[src/rtl/cmsdk_mcu_clkrst_pkg.sv]
// Shared constants for the Cortex-M0 MCU clock/reset sequencer: FSM state
// encodings, RSTINFO bit positions and the width of the stretch counters.
package cmsdk_mcu_clkrst_pkg;

  localparam logic [2:0] ST_POR      = 3'd0;
  localparam logic [2:0] ST_DBG_REL  = 3'd1;
  localparam logic [2:0] ST_SYS_HOLD = 3'd2;
  localparam logic [2:0] ST_RUN      = 3'd3;
  localparam logic [2:0] ST_SYS_RST  = 3'd4;

  localparam int RSTINFO_SYSRESET = 0;
  localparam int RSTINFO_LOCKUP   = 1;
  localparam int RSTINFO_WDOG     = 2;

  // Wide enough for the largest stretch value (255).
  localparam int CNT_W = 8;

endpackage

[src/rtl/cmsdk_mcu_clkrst_seq_if.sv]
// Request/status bundle between the clock/reset sequencer and the MCU core side.
// RSTINFO/RSTINFOCLR exist only when CMSDK_MCU_RSTINFO_EN is defined.
interface cmsdk_mcu_clkrst_seq_if #(
  parameter int NUM_PRST   = 4,
  parameter int PCLK_DIV_W = 4
);
  logic                  SLEEPDEEP;
  logic                  SYSRESETREQ;
  logic                  DBGRESETREQ;
  logic                  LOCKUP;
  logic                  LOCKUPRESET;
  logic                  WDOGRESREQ;
  logic [NUM_PRST-1:0]   PRSTREQ;
  logic [PCLK_DIV_W-1:0] PCLKDIV;
  logic                  RSTBYPASS;

  logic                  PCLKEN;
  logic                  PORESETn;
  logic                  DBGRESETn;
  logic                  HRESETn;
  logic [NUM_PRST-1:0]   PRESETn;
  logic [2:0]            SEQSTATE;
`ifdef CMSDK_MCU_RSTINFO_EN
  logic [2:0]            RSTINFO;
  logic                  RSTINFOCLR;
`endif

  modport master (
    output SLEEPDEEP, SYSRESETREQ, DBGRESETREQ, LOCKUP, LOCKUPRESET, WDOGRESREQ,
           PRSTREQ, PCLKDIV, RSTBYPASS,
    input  PCLKEN, PORESETn, DBGRESETn, HRESETn, PRESETn, SEQSTATE
`ifdef CMSDK_MCU_RSTINFO_EN
    , output RSTINFOCLR, input RSTINFO
`endif
  );

  modport slave (
    input  SLEEPDEEP, SYSRESETREQ, DBGRESETREQ, LOCKUP, LOCKUPRESET, WDOGRESREQ,
           PRSTREQ, PCLKDIV, RSTBYPASS,
    output PCLKEN, PORESETn, DBGRESETn, HRESETn, PRESETn, SEQSTATE
`ifdef CMSDK_MCU_RSTINFO_EN
    , input RSTINFOCLR, output RSTINFO
`endif
  );

endinterface

[src/rtl/cmsdk_mcu_pclk_div.sv]
// PCLKEN generator: one-cycle enable every div+1 clocks. The ratio is only
// re-sampled at count 0, so a mid-period change never shortens a period.
module cmsdk_mcu_pclk_div #(
  parameter int PCLK_DIV_W = 4
) (
  input  logic                  clk,
  input  logic                  rst_n,
  input  logic [PCLK_DIV_W-1:0] div,
  output logic                  pclken
);

  logic [PCLK_DIV_W-1:0] cnt;
  logic [PCLK_DIV_W-1:0] div_q;
  logic [PCLK_DIV_W-1:0] lim;
  logic                  wrap;

  // At count 0 the live input sets the period; afterwards the latched copy does.
  assign lim  = (cnt == '0) ? div : div_q;
  assign wrap = (cnt == lim);

  always_ff @(posedge clk or negedge rst_n) begin
    if (!rst_n) begin
      cnt    <= '0;
      div_q  <= '0;
      pclken <= 1'b0;
    end else begin
      cnt    <= wrap ? '0 : cnt + 1'b1;
      pclken <= wrap;
      if (cnt == '0) div_q <= div;
    end
  end

endmodule

[src/rtl/cmsdk_mcu_clkrst_seq.sv]
// Cortex-M0 MCU clock/reset sequencer: reset synchroniser, POR/system/peripheral
// reset FSM, PCLKEN divider. Optional reset-cause register: CMSDK_MCU_RSTINFO_EN.
module cmsdk_mcu_clkrst_seq
  import cmsdk_mcu_clkrst_pkg::*;
#(
  parameter int SYNC_STAGES = 3,
  parameter int RST_STRETCH = 4,
  parameter int PCLK_DIV_W  = 4,
  parameter int NUM_PRST    = 4
) (
  input  logic XTAL1,
  input  logic NRST,
  output logic XTAL2,
  output logic FCLK,
  output logic PCLK,
  cmsdk_mcu_clkrst_seq_if.slave bus
);

  localparam logic [CNT_W-1:0] STRETCH_LOAD = CNT_W'(RST_STRETCH - 1);

  logic [SYNC_STAGES-1:0] sync_q;
  logic                   reset_n;
  logic [2:0]             state, state_nxt;
  logic [CNT_W-1:0]       cnt, cnt_nxt;
  logic [CNT_W-1:0]       pcnt [NUM_PRST];
  logic [NUM_PRST-1:0]    prst_q;
  logic                   dbg_q, hrst_q, pclken, lockup_req, sysreq;

  assign XTAL2 = ~(XTAL1 | bus.SLEEPDEEP);
  assign FCLK  = XTAL1;
  assign PCLK  = XTAL1;

  // NOTE: sequential state always uses <=, so every flop samples pre-edge values.
  always_ff @(posedge XTAL1 or negedge NRST) begin
    if (!NRST) sync_q <= '0;
    else       sync_q <= {sync_q[SYNC_STAGES-2:0], 1'b1};
  end
  assign reset_n = sync_q[SYNC_STAGES-1];

  assign lockup_req = bus.LOCKUP & bus.LOCKUPRESET;
  assign sysreq     = bus.SYSRESETREQ | lockup_req | bus.WDOGRESREQ;

  // NOTE: defaults first, so every path of the comb block assigns and no latch forms.
  always_comb begin
    state_nxt = state;
    cnt_nxt   = cnt;
    case (state)
      ST_POR:     state_nxt = ST_DBG_REL;
      ST_DBG_REL: begin
        cnt_nxt   = STRETCH_LOAD;
        state_nxt = ST_SYS_HOLD;
      end
      ST_SYS_HOLD: begin
        // Leave on the edge where the count lands on zero.
        if (cnt != '0)     cnt_nxt   = cnt - 1'b1;
        if (cnt <= 8'd1)   state_nxt = ST_RUN;
      end
      ST_RUN: begin
        if (sysreq) begin
          cnt_nxt   = STRETCH_LOAD;
          state_nxt = ST_SYS_RST;
        end
      end
      ST_SYS_RST: begin
        if (cnt != '0)     cnt_nxt   = cnt - 1'b1;
        else if (!sysreq)  state_nxt = ST_RUN;
      end
      default:             state_nxt = ST_POR;
    endcase
  end

  always_ff @(posedge XTAL1 or negedge reset_n) begin
    if (!reset_n) begin
      state  <= ST_POR;
      cnt    <= '0;
      dbg_q  <= 1'b0;
      hrst_q <= 1'b0;
    end else begin
      state  <= state_nxt;
      cnt    <= cnt_nxt;
      dbg_q  <= ~bus.DBGRESETREQ;
      hrst_q <= (state_nxt == ST_RUN);
    end
  end

  // NOTE: the per-channel counter array is reset too; it gates when a channel may release.
  always_ff @(posedge XTAL1 or negedge reset_n) begin
    if (!reset_n) begin
      prst_q <= '0;
      for (int i = 0; i < NUM_PRST; i++) pcnt[i] <= '0;
    end else begin
      for (int i = 0; i < NUM_PRST; i++) begin
        if (state_nxt != ST_RUN) begin
          prst_q[i] <= 1'b0;
          pcnt[i]   <= '0;
        end else if (state == ST_RUN && bus.PRSTREQ[i]) begin
          prst_q[i] <= 1'b0;
          pcnt[i]   <= STRETCH_LOAD;
        end else if (!prst_q[i]) begin
          if (pcnt[i] != '0)                 pcnt[i]   <= pcnt[i] - 1'b1;
          else if (state == ST_RUN && pclken) prst_q[i] <= 1'b1;
        end
      end
    end
  end

  cmsdk_mcu_pclk_div #(
    .PCLK_DIV_W (PCLK_DIV_W)
  ) u_pclk_div (
    .clk    (XTAL1),
    .rst_n  (reset_n),
    .div    (bus.PCLKDIV),
    .pclken (pclken)
  );

  assign bus.PCLKEN    = pclken;
  assign bus.SEQSTATE  = state;
  assign bus.PORESETn  = bus.RSTBYPASS ? NRST : reset_n;
  assign bus.DBGRESETn = bus.RSTBYPASS ? NRST : dbg_q;
  assign bus.HRESETn   = bus.RSTBYPASS ? NRST : hrst_q;
  assign bus.PRESETn   = bus.RSTBYPASS ? {NUM_PRST{NRST}} : prst_q;

`ifdef CMSDK_MCU_RSTINFO_EN
  logic [2:0] info_q, info_set;

  always_comb begin
    info_set = '0;
    if (state == ST_RUN && sysreq) begin
      info_set[RSTINFO_WDOG]     = bus.WDOGRESREQ;
      info_set[RSTINFO_LOCKUP]   = lockup_req;
      info_set[RSTINFO_SYSRESET] = bus.SYSRESETREQ;
    end
  end

  // Cleared only by power-on reset, so the cause survives the system reset it caused.
  always_ff @(posedge XTAL1 or negedge reset_n) begin
    if (!reset_n) info_q <= '0;
    else          info_q <= (bus.RSTINFOCLR ? 3'b000 : info_q) | info_set;
  end
  assign bus.RSTINFO = info_q;
`endif

endmodule

[src/flat_wrapper.sv]
// flat-port wrapper written by rule: the top's interface ports become plain ports
module cmsdk_mcu_clkrst_seq_flat import cmsdk_mcu_clkrst_pkg::*;
#(
  parameter int SYNC_STAGES = 3,
  parameter int RST_STRETCH = 4,
  parameter int PCLK_DIV_W  = 4,
  parameter int NUM_PRST    = 4
)
  (XTAL1, NRST, XTAL2, FCLK, PCLK, bus_SLEEPDEEP, bus_SYSRESETREQ, bus_DBGRESETREQ, bus_LOCKUP, bus_LOCKUPRESET, bus_WDOGRESREQ, bus_PRSTREQ, bus_PCLKDIV, bus_RSTBYPASS, bus_PCLKEN, bus_PORESETn, bus_DBGRESETn, bus_HRESETn, bus_PRESETn, bus_SEQSTATE);
  cmsdk_mcu_clkrst_seq_if #(.NUM_PRST(NUM_PRST), .PCLK_DIV_W(PCLK_DIV_W)) bus_i ();
  input  logic XTAL1;
  input  logic NRST;
  output logic XTAL2;
  output logic FCLK;
  output logic PCLK;
  input wire logic [$bits(bus_i.SLEEPDEEP)-1:0] bus_SLEEPDEEP;
  input wire logic [$bits(bus_i.SYSRESETREQ)-1:0] bus_SYSRESETREQ;
  input wire logic [$bits(bus_i.DBGRESETREQ)-1:0] bus_DBGRESETREQ;
  input wire logic [$bits(bus_i.LOCKUP)-1:0] bus_LOCKUP;
  input wire logic [$bits(bus_i.LOCKUPRESET)-1:0] bus_LOCKUPRESET;
  input wire logic [$bits(bus_i.WDOGRESREQ)-1:0] bus_WDOGRESREQ;
  input wire logic [$bits(bus_i.PRSTREQ)-1:0] bus_PRSTREQ;
  input wire logic [$bits(bus_i.PCLKDIV)-1:0] bus_PCLKDIV;
  input wire logic [$bits(bus_i.RSTBYPASS)-1:0] bus_RSTBYPASS;
  output wire logic [$bits(bus_i.PCLKEN)-1:0] bus_PCLKEN;
  output wire logic [$bits(bus_i.PORESETn)-1:0] bus_PORESETn;
  output wire logic [$bits(bus_i.DBGRESETn)-1:0] bus_DBGRESETn;
  output wire logic [$bits(bus_i.HRESETn)-1:0] bus_HRESETn;
  output wire logic [$bits(bus_i.PRESETn)-1:0] bus_PRESETn;
  output wire logic [$bits(bus_i.SEQSTATE)-1:0] bus_SEQSTATE;
  assign bus_i.SLEEPDEEP = bus_SLEEPDEEP;
  assign bus_i.SYSRESETREQ = bus_SYSRESETREQ;
  assign bus_i.DBGRESETREQ = bus_DBGRESETREQ;
  assign bus_i.LOCKUP = bus_LOCKUP;
  assign bus_i.LOCKUPRESET = bus_LOCKUPRESET;
  assign bus_i.WDOGRESREQ = bus_WDOGRESREQ;
  assign bus_i.PRSTREQ = bus_PRSTREQ;
  assign bus_i.PCLKDIV = bus_PCLKDIV;
  assign bus_i.RSTBYPASS = bus_RSTBYPASS;
  assign bus_PCLKEN = bus_i.PCLKEN;
  assign bus_PORESETn = bus_i.PORESETn;
  assign bus_DBGRESETn = bus_i.DBGRESETn;
  assign bus_HRESETn = bus_i.HRESETn;
  assign bus_PRESETn = bus_i.PRESETn;
  assign bus_SEQSTATE = bus_i.SEQSTATE;
  cmsdk_mcu_clkrst_seq #(.SYNC_STAGES(SYNC_STAGES), .RST_STRETCH(RST_STRETCH), .PCLK_DIV_W(PCLK_DIV_W), .NUM_PRST(NUM_PRST)) u_core (.XTAL1(XTAL1), .NRST(NRST), .XTAL2(XTAL2), .FCLK(FCLK), .PCLK(PCLK), .bus(bus_i));
endmodule
[config.mk]
export PLATFORM = sky130hd
export DESIGN_NAME = cmsdk_mcu_clkrst_seq_flat
export DESIGN_NICKNAME = d
export VERILOG_FILES = /design/src/rtl/cmsdk_mcu_clkrst_pkg.sv /design/src/rtl/cmsdk_mcu_clkrst_seq_if.sv /design/src/rtl/cmsdk_mcu_pclk_div.sv /design/src/rtl/cmsdk_mcu_clkrst_seq.sv /design/src/flat_wrapper.sv
export SDC_FILE = /design/constraint.sdc
export NUM_CORES = 1
export LEC_CHECK = 0
export ABC_CLOCK_PERIOD_IN_PS = 5100
export CELL_PAD_IN_SITES_DETAIL_PLACEMENT = 0
export CELL_PAD_IN_SITES_GLOBAL_PLACEMENT = 1
export CORE_MARGIN = 2
export CORE_UTILIZATION = 48
export CTS_CLUSTER_DIAMETER = 50
export DETAILED_ROUTE_END_ITERATION = 8
export PLACE_DENSITY = 0.95
export SLEW_MARGIN = 20
export SYNTH_ARGS = -nofsm -noshare
export SYNTH_HDL_FRONTEND = slang
export SYNTH_SLANG_ARGS = --single-unit
[constraint.sdc]
create_clock -name XTAL1 -period 5.1 [get_ports XTAL1]
set_input_delay 1.53 -clock XTAL1 [delete_from_list [all_inputs] [get_ports XTAL1]]
set_output_delay 1.53 -clock XTAL1 [all_outputs]
set_load 0.005 [all_outputs]
==> impl_metrics.json <==
{
  "switchingPower_uw": 644,
  "yosysMostFrequentCell": "dfrtp_1",
  "cts_resized": 0,
  "antenna_found_initial": 0,
  "drv_cap": 0,
  "r2r-end": "u_core.cnt[0]",
  "vias": 2887,
  "die_y_um": 89.1,
  "ios": 31,
  "ant_nets": 0,
  "skew_ps": 6.04,
  "crit_fanout": 2,
  "cts_setup_buffers": 0,
  "drive_above_1_share": 0.0720,
  "setup_slack_ps": 198,
  "dr.pass1.iters": 4,
  "final_max_slew_viol_count": 0,
  "finalHoldViolCount": 0,
  "drc": 0,
  "grt_first_pass_wirelength_um": 12700,
  "fin_cells": 502,
  "cp.required_ps": 3570,
  "fin_tns_setup_ps": 0,
  "synth.area.top_cells": "dfrtp_1 44%, ha_1 4.7%, nor3_1 4.5%",
  "final_nets": 427,
  "grt.total_usage": 0.207,
  "p_per_area_nw_per_um2": 430,
  "cts_tree": "done",
  "design_area_um2": 4070,
  "syn_to_final_growth_pct": 16.9,
  "grt_pass1_vias": 2876,
  "rows": 31,
  "synth_seq_cells": 61,
  "setup_viol": 0,
  "reg2reg_from": "u_core.cnt[1]",
  "viasPerCell": 5.75,
  "synth_edf_count": 0,
  "syn_nets": 395,
  "cts.reportedPaths.clkPinSlew_ps": 70,
  "synth_area_leader_cell": "dfrtp_1",
  "detail_route.iter0.violations": 139,
  "yosysSeqAreaShare": 0.439,
  "p_clk_frac": 0.288,
  "design_power_total_uw": 1750,
  "grt_max_degree": 59,
  "fp.dieW_um": 89.1,
  "holdCritStartpoint": "u_core.sync_q[1]",
  "critPathArrivalTime_ps": 3370,
  "dp_cells": 481,
  "worstMarginPinSlew_ps": 976,
  "internal-power_uw": 1100,
  "dp_hpwl_um": 4810,
  "clkLatencyLatePin_ps": 440,
  "synthTopCellsByCount": "61 x dfrtp_1, 31 x nor3_1, 30 x inv_1, 29 x a21oi_1, 17 x nand2_1",
  "gp_congestion": 0.821,
  "pre_cts_slack_ps": 344,
  "dieArea_um2": 7940,
  "startpoint_type": "clock port",
  "ir_drop_mv": 0.296,
  "criticalPathCategory": "clock port to output pin",
  "outcome": "finished, final reports clean",
  "holdPathEnd": "u_core.sync_q[2]",
  "rr_worst_depth": 6,
  "async_reset_ff_frac": 1.00,
  "switching_share": 0.368,
  "ctsHoldBuffers": 0,
  "avgRoutedWirePerCell_um": 14.5,
  "cp-end-kind": "output pin",
  "p_seq_frac": 0.386,
  "dpl_cell_area_um2": 3850,
  "yosys.area.top_type_share": 0.439,
  "yosysUniqueCellTypes": 62,
  "synthCells": 365,
  "combPwrFrac": 0.326,
  "slew_headroom": 0.343,
  "power.leakage_uw": 0.00172,
  "port_buffers": 30,
  "avgSynthCellArea_um2": 9.53,
  "synth_ff_type": "dfrtp_1",
  "rsz0062_at_grt": "no",
  "core_area_um2": 7140,
  "hp-class": "flip-flop to flip-flop",
  "syn_area_um2": 3480,
  "hold_depth": 0,
  "rrSetupSlack_ps": 2510,
  "routed_wl_um": 7300,
  "initial_core_util": 0.487,
  "grt-ovfl-total": 0,
  "diodes": 0,
  "yosysWarnings": 0
}
## worst max-delay path, cell delays in order
cell and delay (ps):
clkbuf_8 120, clkbuf_8 120, nor2_1 80, clkdlybuf4s50_1 500
## per-stage QoR
step                 util  hold WS, ps
finish              0.570          348
global route        0.570          358
CTS                 0.570          352
detailed placement  0.539          337
global placement    0.539          335
floorplan               -          331
## cell type report
class,count,area (um^2)
sequential,61,1530
multi-input combinational,258,1760
tap,99,124
inverter,31,116
clock inverter,2,10.0
timing repair buffer,29,285
clock buffer,22,241
fill,650,3070
## per-layer routing
metal / global-route usage / vias to the layer above / wire length [um]
met1: 0.253 / 1407 / 3280
met5: 0 / - / 0
li1: - / 1401 / -
met4: 0.119 / 0 / 197
met2: 0.331 / 56 / 3560
met3: 0.0554 / 23 / 259
## cell families after synthesis
logic type                 share of synthesized area
and+or+nand+nor                                0.242
AOI/OAI and AO/OA                              0.158
DFF                                            0.439
buffers and inverters                         0.0543
adders and majority gates                     0.0468
xor gates and xnor gates                      0.0327
muxes                                         0.0270
other                                        0.00108
## state kept, by name, indices dropped and copies added, names as in the netlist, 3 cells and up
name                     flops
u_core.prst_q                4
u_core.u_pclk_div.div_q      4
u_core.sync_q                3
u_core.cnt                   8
u_core.pcnt                 32
u_core.u_pclk_div.cnt        4
u_core.bus.SEQSTATE          3
## cell usage in the layout (no fill, tap or decap), drive strengths merged, types with 4 or more instances in the layout
cell           synthesis  routed
dfrtp                 61      61
nor3                  32      32
inv                   31      31
clkdlybuf4s50          0      30
a21oi                 29      29
clkbuf                 9      19
nand2                 17      17
nand3                 15      15
ha                    13      13
nor2                  12      12
nand2b                12      12
nor4                  12      12
xnor2                 11      11
a211oi                10      10
o21ai                 10      10
or3                    7       7
mux2i                  6       6
and2                   5       5
a21boi                 5       5
a311oi                 4       4
or3b                   4       4
nor3b                  4       4
## worst max path at each step
| stage | start | cells past startpoint | end | slack (ps) |
|---|---|---|---|---|
| 2_1_floorplan | XTAL1 | 1 | FCLK | 910 |
| 3_3_place_gp | bus_RSTBYPASS | 4 | bus_PRESETn[0] | 390 |
| 3_5_place_dp | bus_RSTBYPASS | 4 | bus_PRESETn[0] | 340 |
| 4_1_cts | XTAL1 | 4 | XTAL2 | 180 |
| 5_1_grt | XTAL1 | 4 | XTAL2 | 120 |
| 6_report | XTAL1 | 4 | XTAL2 | 200 |
## power groups by stage
stage / Clock, uW / Sequential, uW / Combinational, uW
floorplan: 28.0 / 637 / 463
global placement: 43.4 / 677 / 558
detailed placement: 43.4 / 682 / 571
CTS: 523 / 674 / 576
global route: 549 / 691 / 639
finish: 503 / 675 / 570
Power figures use the tool's default switching activity.
